[config.mk]
export PLATFORM = sky130hd
export DESIGN_NAME = alu_issue_ctrl
export DESIGN_NICKNAME = d
export VERILOG_FILES = /design/src/rtl/alu_pkg.sv /design/src/rtl/alu_issue_ctrl_rr_arb2.sv /design/src/rtl/alu_issue_ctrl.sv
export SDC_FILE = /design/constraint.sdc
export NUM_CORES = 1
export LEC_CHECK = 0
export CORE_AREA = 3 3 152 154
export DETAILED_ROUTE_END_ITERATION = 10
export DIE_AREA = 0 0 155 157
export HOLD_SLACK_MARGIN = 0.02
export PLACE_DENSITY = 0.77
export SYNTH_ARGS = -nofsm -noshare
export SYNTH_HDL_FRONTEND = slang
export SYNTH_SLANG_ARGS = --single-unit
[constraint.sdc]
create_clock -name clk -period 2.85 [get_ports clk]
set_input_delay 0.57 -clock clk [delete_from_list [all_inputs] [get_ports clk]]
set_output_delay 0.57 -clock clk [all_outputs]
set_load 0.01 [all_outputs]
[src/rtl/alu_pkg.sv]
// Shared definitions for the execute-stage ALU issue controller:
// ALUControl encodings, flag bit positions and the issue FSM states.
package alu_pkg;

    localparam logic [3:0] ALU_ADD  = 4'b0000;
    localparam logic [3:0] ALU_SUB  = 4'b0001;
    localparam logic [3:0] ALU_AND  = 4'b0010;
    localparam logic [3:0] ALU_ORR  = 4'b0011;
    localparam logic [3:0] ALU_MUL  = 4'b0100;
    localparam logic [3:0] ALU_MLA  = 4'b0101;
    localparam logic [3:0] ALU_EOR  = 4'b0110;
    localparam logic [3:0] ALU_MVN  = 4'b0111;
    localparam logic [3:0] ALU_QADD = 4'b1000;
    localparam logic [3:0] ALU_QSUB = 4'b1001;

    localparam int unsigned FLAG_N = 4;
    localparam int unsigned FLAG_Z = 3;
    localparam int unsigned FLAG_C = 2;
    localparam int unsigned FLAG_V = 1;
    localparam int unsigned FLAG_Q = 0;

    typedef enum logic [1:0] {
        ST_IDLE = 2'd0,
        ST_MULW = 2'd1,
        ST_EXEC = 2'd2,
        ST_RESP = 2'd3
    } issue_state_e;

    function automatic logic is_mul_op(input logic [3:0] op);
        return (op == ALU_MUL) || (op == ALU_MLA);
    endfunction

endpackage

[src/rtl/alu_issue_ctrl_rr_arb2.sv]
// Two-way round-robin arbiter; the pointer flips away from the winner
// whenever a grant is taken inside the enable window.
module rr_arb2 (
    input  logic       clk,
    input  logic       reset,
    input  logic [1:0] req,
    input  logic       en,
    output logic [1:0] gnt,
    output logic       gnt_idx
);

    logic rr_ptr;
    logic take;

    always_comb begin
        gnt_idx = 1'b0;
        if (req == 2'b10)
            gnt_idx = 1'b1;
        else if (req == 2'b11)
            gnt_idx = rr_ptr;
    end

    assign take = en && (req != 2'b00);
    assign gnt  = {take && gnt_idx, take && !gnt_idx};

    always_ff @(posedge clk or negedge reset) begin
        if (!reset)
            rr_ptr <= 1'b0;
        else if (take)
            rr_ptr <= ~gnt_idx;
    end

endmodule

[src/rtl/alu_issue_ctrl.sv]
// Shares the execute ALU between the pipeline (port 0) and the coprocessor/debug
// port (port 1). Optional sticky-Q tracking is enabled by ALU_ISSUE_STICKY_Q_EN.
module alu_issue_ctrl
    import alu_pkg::*;
#(
    parameter int unsigned TAG_W   = 4,
    parameter int unsigned MUL_LAT = 2
) (
    input  logic             clk,
    input  logic             reset,
    input  logic             req0_valid,
    output logic             req0_ready,
    input  logic [31:0]      req0_a,
    input  logic [31:0]      req0_b,
    input  logic [31:0]      req0_c,
    input  logic [3:0]       req0_op,
    input  logic [TAG_W-1:0] req0_tag,
    input  logic             req1_valid,
    output logic             req1_ready,
    input  logic [31:0]      req1_a,
    input  logic [31:0]      req1_b,
    input  logic [31:0]      req1_c,
    input  logic [3:0]       req1_op,
    input  logic [TAG_W-1:0] req1_tag,
    output logic [31:0]      alu_a,
    output logic [31:0]      alu_b,
    output logic [31:0]      alu_c,
    output logic [3:0]       alu_ctrl,
    input  logic [31:0]      alu_result,
    input  logic [4:0]       alu_flags,
    output logic             rsp_valid,
    input  logic             rsp_ready,
    output logic [31:0]      rsp_result,
    output logic [4:0]       rsp_flags,
    output logic             rsp_id,
    output logic [TAG_W-1:0] rsp_tag,
    input  logic             q_clr,
    output logic             q_sticky
);

    localparam logic [3:0] MUL_CNT = 4'(MUL_LAT);

    issue_state_e     state, state_nxt;
    logic [3:0]       cnt, cnt_nxt;
    logic             window;
    logic             accept;
    logic [1:0]       gnt;
    logic             gnt_idx;
    logic [3:0]       sel_op;
    logic             sel_mul;
    logic             lat_id;
    logic [TAG_W-1:0] lat_tag;

    // RESP with rsp_ready retires the response and can issue in the same cycle.
    assign window = (state == ST_IDLE) || ((state == ST_RESP) && rsp_ready);

    rr_arb2 u_arb (
        .clk     (clk),
        .reset   (reset),
        .req     ({req1_valid, req0_valid}),
        .en      (window),
        .gnt     (gnt),
        .gnt_idx (gnt_idx)
    );

    assign accept     = |gnt;
    assign req0_ready = gnt[0];
    assign req1_ready = gnt[1];
    assign sel_op     = gnt_idx ? req1_op : req0_op;
    assign sel_mul    = is_mul_op(sel_op) && (MUL_LAT != 0);

    always_ff @(posedge clk or negedge reset) begin
        if (!reset) begin
            state <= ST_IDLE;
            cnt   <= '0;
        end else begin
            state <= state_nxt;
            cnt   <= cnt_nxt;
        end
    end

    always_comb begin
        state_nxt = state;
        cnt_nxt   = cnt;
        case (state)
            ST_IDLE, ST_RESP: begin
                if (accept) begin
                    if (sel_mul) begin
                        state_nxt = ST_MULW;
                        cnt_nxt   = MUL_CNT;
                    end else begin
                        state_nxt = ST_EXEC;
                    end
                end else if ((state == ST_RESP) && rsp_ready) begin
                    state_nxt = ST_IDLE;
                end
            end
            ST_MULW: begin
                cnt_nxt = cnt - 4'd1;
                if (cnt == 4'd1)
                    state_nxt = ST_EXEC;
            end
            ST_EXEC: state_nxt = ST_RESP;
            default: state_nxt = ST_IDLE;
        endcase
    end

    always_ff @(posedge clk or negedge reset) begin
        if (!reset) begin
            alu_a    <= '0;
            alu_b    <= '0;
            alu_c    <= '0;
            alu_ctrl <= '0;
            lat_id   <= 1'b0;
            lat_tag  <= '0;
        end else if (accept) begin
            alu_a    <= gnt_idx ? req1_a   : req0_a;
            alu_b    <= gnt_idx ? req1_b   : req0_b;
            alu_c    <= gnt_idx ? req1_c   : req0_c;
            alu_ctrl <= sel_op;
            lat_id   <= gnt_idx;
            lat_tag  <= gnt_idx ? req1_tag : req0_tag;
        end
    end

    always_ff @(posedge clk or negedge reset) begin
        if (!reset) begin
            rsp_result <= '0;
            rsp_flags  <= '0;
            rsp_id     <= 1'b0;
            rsp_tag    <= '0;
        end else if (state == ST_EXEC) begin
            rsp_result <= alu_result;
            rsp_flags  <= alu_flags;
            rsp_id     <= lat_id;
            rsp_tag    <= lat_tag;
        end
    end

    assign rsp_valid = (state == ST_RESP);

`ifdef ALU_ISSUE_STICKY_Q_EN
    always_ff @(posedge clk or negedge reset) begin
        if (!reset)
            q_sticky <= 1'b0;
        else if ((state == ST_EXEC) && alu_flags[FLAG_Q])
            q_sticky <= 1'b1;
        else if (q_clr)
            q_sticky <= 1'b0;
    end
`else
    logic unused_q_clr;
    assign unused_q_clr = q_clr;
    assign q_sticky     = 1'b0;
`endif

endmodule

# Yosys cells after proc, flatten, opt, wreduce, memory -nomap -nowiden
# Index checks and enable logic that the tools add are counted.
word_totals:
  reg_bits: 154
  latch_bits: 0
  ram_bits: 0
  romBits: 0
  in_bits: 251
  word_cells: 56
  memories: 0
op_classes:
  add_sub_neg: 1
  n_mul: 0
  div_mod_pow: 0
  n_lt_le_gt_ge: 0
  eq_ne: 12
  n_shift: 0
  mux: 15
  bitwise_logic: 1
  n_reduce_logical: 14
ops:
  columns: ["operator", "n"]
  rows:
  - ["32-bit two-way mux", 3]
  - ["4-bit two-way mux", 4]
  - ["2-bit equality test, second input constant", 4]
  - ["4-bit by 3-bit equality test with 1-bit output, second input constant", 2]
  - ["2-bit two-way mux", 4]
  - ["4-bit case mux with 2 select lines", 1]
  - ["2-bit != test, second input constant", 3]
  - ["2-bit case mux with 3 select lines", 1]
  - ["4-bit by 1-bit equality test with 1-bit output, second input constant", 1]
  - ["1-bit logical AND", 4]
  - ["2-bit nonzero test", 2]
  - ["2-bit OR reduction", 2]
  - ["4-bit by 1-bit subtractor with 4-bit output, second input constant", 1]
  - ["3-bit != test, second input constant", 1]
  - ["3-bit AND reduction", 1]
  - ["2-bit by 1-bit equality test with 1-bit output, second input constant", 1]
  - ["2-bit zero test", 1]
  - ["1-bit logical OR", 2]
  - ["1-bit two-way mux", 2]
  - ["2-bit AND reduction", 1]
  - ["1-bit zero test", 1]
  - ["1-bit NOT", 1]

# Longest topological paths before layout
logic_depth:
  word_depth: 9
  ltp_mapped: 8
  depth_no_buf: 7

# Cells and area by module
# A second synthesis with hierarchy kept.
unflattened:
  hier_cells: 607
  hier_area_um2: 6855.3
by_module_without_submodules:
  columns: ["module", "instances", "cells_each", "area_per_inst_um2"]
  rows:
  - ["alu_issue_ctrl", 1, 599, 6791.5]
  - ["rr_arb2", 1, 8, 63.8]

# Least setup slack after synthesis
# Ideal clock, no wire load.
synth_timing:
  kind: "reg2out"
  from: "register state[0]"
  to: "output req0_ready"
  t_arrival_ns: 1.530
  required_ns: 2.280
  path_slack_ns: 0.750
  path_stages_with_launch: 7
  path_cell_list: "dfrtp_1 > ha_1 > a21o_1 > o21ai_2 > buf_2 > clkbuf_1 > a21oi_1"
synth_via:
  elab_chain_len: 5
  word_cells_on_any_way: 6
  cone_classes: "eq/ne (1); reduce/logical (5)"
synth_lines:
  columns: ["element", "line", "source"]
  rows:
  - ["from (decl)", "alu_issue_ctrl.sv:43", "issue_state_e state, state_nxt;"]
  - ["from (signal assigned)", "alu_issue_ctrl.sv:77", "state <= state_nxt;"]
  - ["2-bit equality test", null, null]
  - ["named net rsp_valid", "alu_issue_ctrl.sv:31", "output logic rsp_valid,"]
  - ["1-bit logical AND", "alu_issue_ctrl.sv:55", "assign window = (state == ST_IDLE) || ((state == ST_RESP) && rsp_ready);"]
  - ["1-bit logical OR", "alu_issue_ctrl.sv:55", null]
  - ["1-bit logical AND", "alu_issue_ctrl_rr_arb2.sv:23", "assign take = en && (req != 2'b00);"]
  - ["1-bit logical AND", "alu_issue_ctrl_rr_arb2.sv:24", "assign gnt = {take && gnt_idx, take && !gnt_idx};"]
  - ["to (decl)", "alu_issue_ctrl.sv:12", "output logic req0_ready,"]
# The timed path passes the listed nets, and every way through them passes these cells.

# Final worst setup path
layout_timing:
  from: "register state[0]"
  to: "output req1_ready"
layout_via:
  elab_chain_len: 5
  word_cells_on_any_way: 6
  cone_classes: "eq/ne (1); reduce/logical (5)"
layout_lines:
  columns: ["element", "line", "source"]
  rows:
  - ["2-bit equality test", "alu_issue_ctrl.sv:55", null]
  - ["1-bit logical AND", "alu_issue_ctrl.sv:55", null]
  - ["1-bit logical OR (*)", "alu_issue_ctrl.sv:55", null]
  - ["1-bit logical AND (*)", "alu_issue_ctrl_rr_arb2.sv:23", null]
  - ["1-bit logical AND (*)", "alu_issue_ctrl_rr_arb2.sv:24", null]
  - ["to (decl)", "alu_issue_ctrl.sv:19", "output logic req1_ready,"]
# Mark *: on every way between the ends. The rest lies on a longest branch, timed or not.

==> flow_summary_export.csv <==
group,metric,value,unit
outcome,outcome,"finished, final reports clean",
timing,hold_viol,0,
routing,via_per_inst,5.154,
synthesis,syn_inst,523,
power,p_leak,5.089,nW
floorplan,start_util,30.56,%
routing,detail_route.wl_per_cell,20.34,um
synthesis,syn_area,6670,sq um
clock_tree,cts_buffer_depth,2,
timing,finClkSkew,0.005942,ns
finish,final_cell_count_no_fill,1183,
synthesis,synth_top_area_cell,"dfrtp_1",
floorplan,io_pins,397,
worst_setup_path,crit_path_start_kind,"register",
floorplan,fp-row-count,54,
timing,holdWs,0.1684,ns
finish,nNetsFinal,1148,
worst_setup_path,crit_arrival,2.13,ns
clock_tree,clock-root-buffer,"clkbuf_16",
clock_tree,ctsHoldBuffers,0,
min_path,hp-class,"in -> async",
global_route,grt_usage,19.00,%
synthesis,avgSynthCellArea,12.75,sq um
synthesis,ys.flop_type,"dfrtp_1",
synthesis,synth_top_area_share,57.78,%
global_route,grt_remaining_overflow,0,
clock_tree,clock_latency,0.41,ns
clock_tree,cts_buffers,17,
place,dpl_cell_area,10870,sq um
routing,dr.pass1.iters,5,
synthesis,synth-seq-cells,154,
power,powerDensity,1064,nW/um^2
routing,drc,0,
clock_tree,postCtsSetupBuffers,0,
synthesis,syn_nets,780,
timing,finalSetupViolations,0,
finish,multiInputGateArea,2586,sq um
timing,final.setup.tns,0,ns
worst_setup_path,ff2ff_path_depth,8,
global_route,grt_first_pass_wirelength,36440,um
timing,maxSlewViolCount,0,
worst_setup_path,r2r-end,"cnt[0]",
synthesis,yosysSeqAreaShare,57.78,%
finish,drive_gt1_share,9.635,%
synthesis,ys_warn_count,0,
worst_setup_path,crit_fanout,4,
finish,antennaDiodeCount,0,
run,maxCapViolCount,0,
place,place_congestion,0.7907,
clock_tree,tritoncts,"yes",
place,dp_hpwl,17040,um
clock_tree,ctsResizeCount,0,
place,numPortBuffers,394,
power,finalPower,12.23,mW
timing,rsz0062_at_grt,"false",
worst_setup_path,end_kind,"output pin",
power,vdd_drop_max,0.5090,mV
worst_setup_path,r2r_start,"state[0]",
finish,final_cell_area,11500,sq um
synthesis,synth_edf_count,0,
global_route,grt_pass1_vias,6328,
floorplan,die_h,157,um
finish,seq_area,3854,sq um
worst_setup_path,ff2ff_setup_slack,0.77,ns
routing,drt_iter0_markers,387,
routing,via_count,6097,
floorplan,dieArea,24340,sq um
clock_tree,h-tree-depth,4,
timing,worst_pin_slew,0.7218,ns
timing,finalCritPeriodShare,94.77,%
synthesis,synth_area_leaders,"dfrtp_1 58%, a221o_1 15%, and3_1 9.5%, mux2_2 7.3%, clkbuf_1 1.9%",
finish,syn2layout_area_growth,72.46,%
timing,period_needed,2.701,ns
floorplan,core-area,21820,sq um
timing,max_freq,370.2,MHz
synthesis,synth_cell_types,33,
place,place_inst,1152,
worst_setup_path,critPathRequiredTime,2.28,ns
routing,wl,24070,um
timing,relSlewSlack,51.88,%
clock_tree,cts_sinks,154,
global_route,grt_start_max_net_pins,107,
worst_setup_path,worstSetupPathType,"reg -> out",
synthesis,yosys-top-cells-count,"154 x dfrtp_1, 101 x and3_1, 100 x a221o_1",
finish,fillCellCount,1903,
clock_tree,cts.clk_slew.worst_paths,0.06,ns
synthesis,synthArstFlopShare,100.0,%
routing,ant_nets,0,
global_route,antenna_found_initial,0,
floorplan,die_w,155,um
synthesis,yosysMostFrequentCell,"dfrtp_1",
[area by class of cell]
class,instances,area share (%)
sequential,154,33.50
inverter,4,0.1305
tap,280,3.045
multi-input combinational,312,22.48
clock inverter,12,1.632
clock buffer,19,3.850
timing repair buffer,402,35.36
[placed cells by master (no fill, tap or decap), types with 2 or more instances in the layout]
cell type	netlist	final
nor2b_1	4	4
inv_6	0	3
and3_1	101	101
nand2_1	9	9
dfrtp_1	154	154
buf_12	0	5
a221o_1	100	100
nand3_1	2	2
ha_1	6	5
a21o_1	3	3
clkdlybuf4s50_1	0	393
nor2_1	9	8
a21oi_1	5	5
clkinv_4	0	3
o21ai_0	8	8
clkinvlp_4	0	2
inv_1	4	4
bufinv_16	0	4
a22oi_1	2	2
buf_4	1	3
clkbuf_16	0	17
mux2_2	43	43
mux2i_1	6	6
[layer usage]
layer  vias to the layer above  share of wire, %  track usage, %
met2                       307                50           31.83
met5                         -                 0               0
li1                       2767                 -               -
met3                        30               9.2           6.654
met1                      2993                39           23.08
met4                         0               2.2           6.056
[kinds of logic after synthesis]
kind of cell,synth area share (%)
buffers and inverters,3.789
multiplexers,8.160
AND/OR/NAND/NOR,11.65
adder cells (fa/ha/maj),1.125
other,0.05622
flip-flops,57.78
AO/OA/AOI/OAI,17.45
[worst max-delay path: stages (launching register included)]
cell             delay (ns)
dfrtp_1                0.41
inv_1                  0.11
ha_1                   0.20
a21o_1                 0.17
o21ai_4                0.10
nor2_4                 0.16
clkdlybuf4s50_1        0.57
[power by group]
| group | internal (mW) | switching (mW) |
|---|---|---|
| combinational | 3.42 | 2.47 |
| sequential | 3.28 | 0.632 |
| clock | 1.50 | 0.942 |
| total | 8.19 | 4.04 |
[sequential cells by signal (all words and copies together) (netlist names), 2 cells and up]
| name | flops |
|---|---|
| rsp_result | 32 |
| alu_a | 32 |
| alu_c | 32 |
| alu_ctrl | 4 |
| cnt | 4 |
| rsp_tag | 4 |
| state | 2 |
| alu_b | 32 |
| lat_tag | 4 |
| rsp_flags | 5 |
[through the flow]
step           util (%)  setup slack, ns
2_1_floorplan         -           0.7504
3_3_place_gp      49.82           0.2073
3_5_place_dp      49.82           0.1432
4_1_cts           52.71           0.1074
5_1_grt           52.71          0.03494
6_report          52.71           0.1491
[how the worst max path moves through the flow]
stage / start / endpoint / slack, ns / cells past startpoint
2_1_floorplan: state[0] / req0_ready / 0.75 / 6
3_3_place_gp: rsp_ready / req1_ready / 0.21 / 5
3_5_place_dp: req0_valid / cnt[0] / 0.14 / 7
4_1_cts: state[0] / req0_ready / 0.11 / 6
5_1_grt: state[0] / req0_ready / 0.03 / 6
6_report: state[0] / req1_ready / 0.15 / 6
Power figures use the tool's default switching activity.
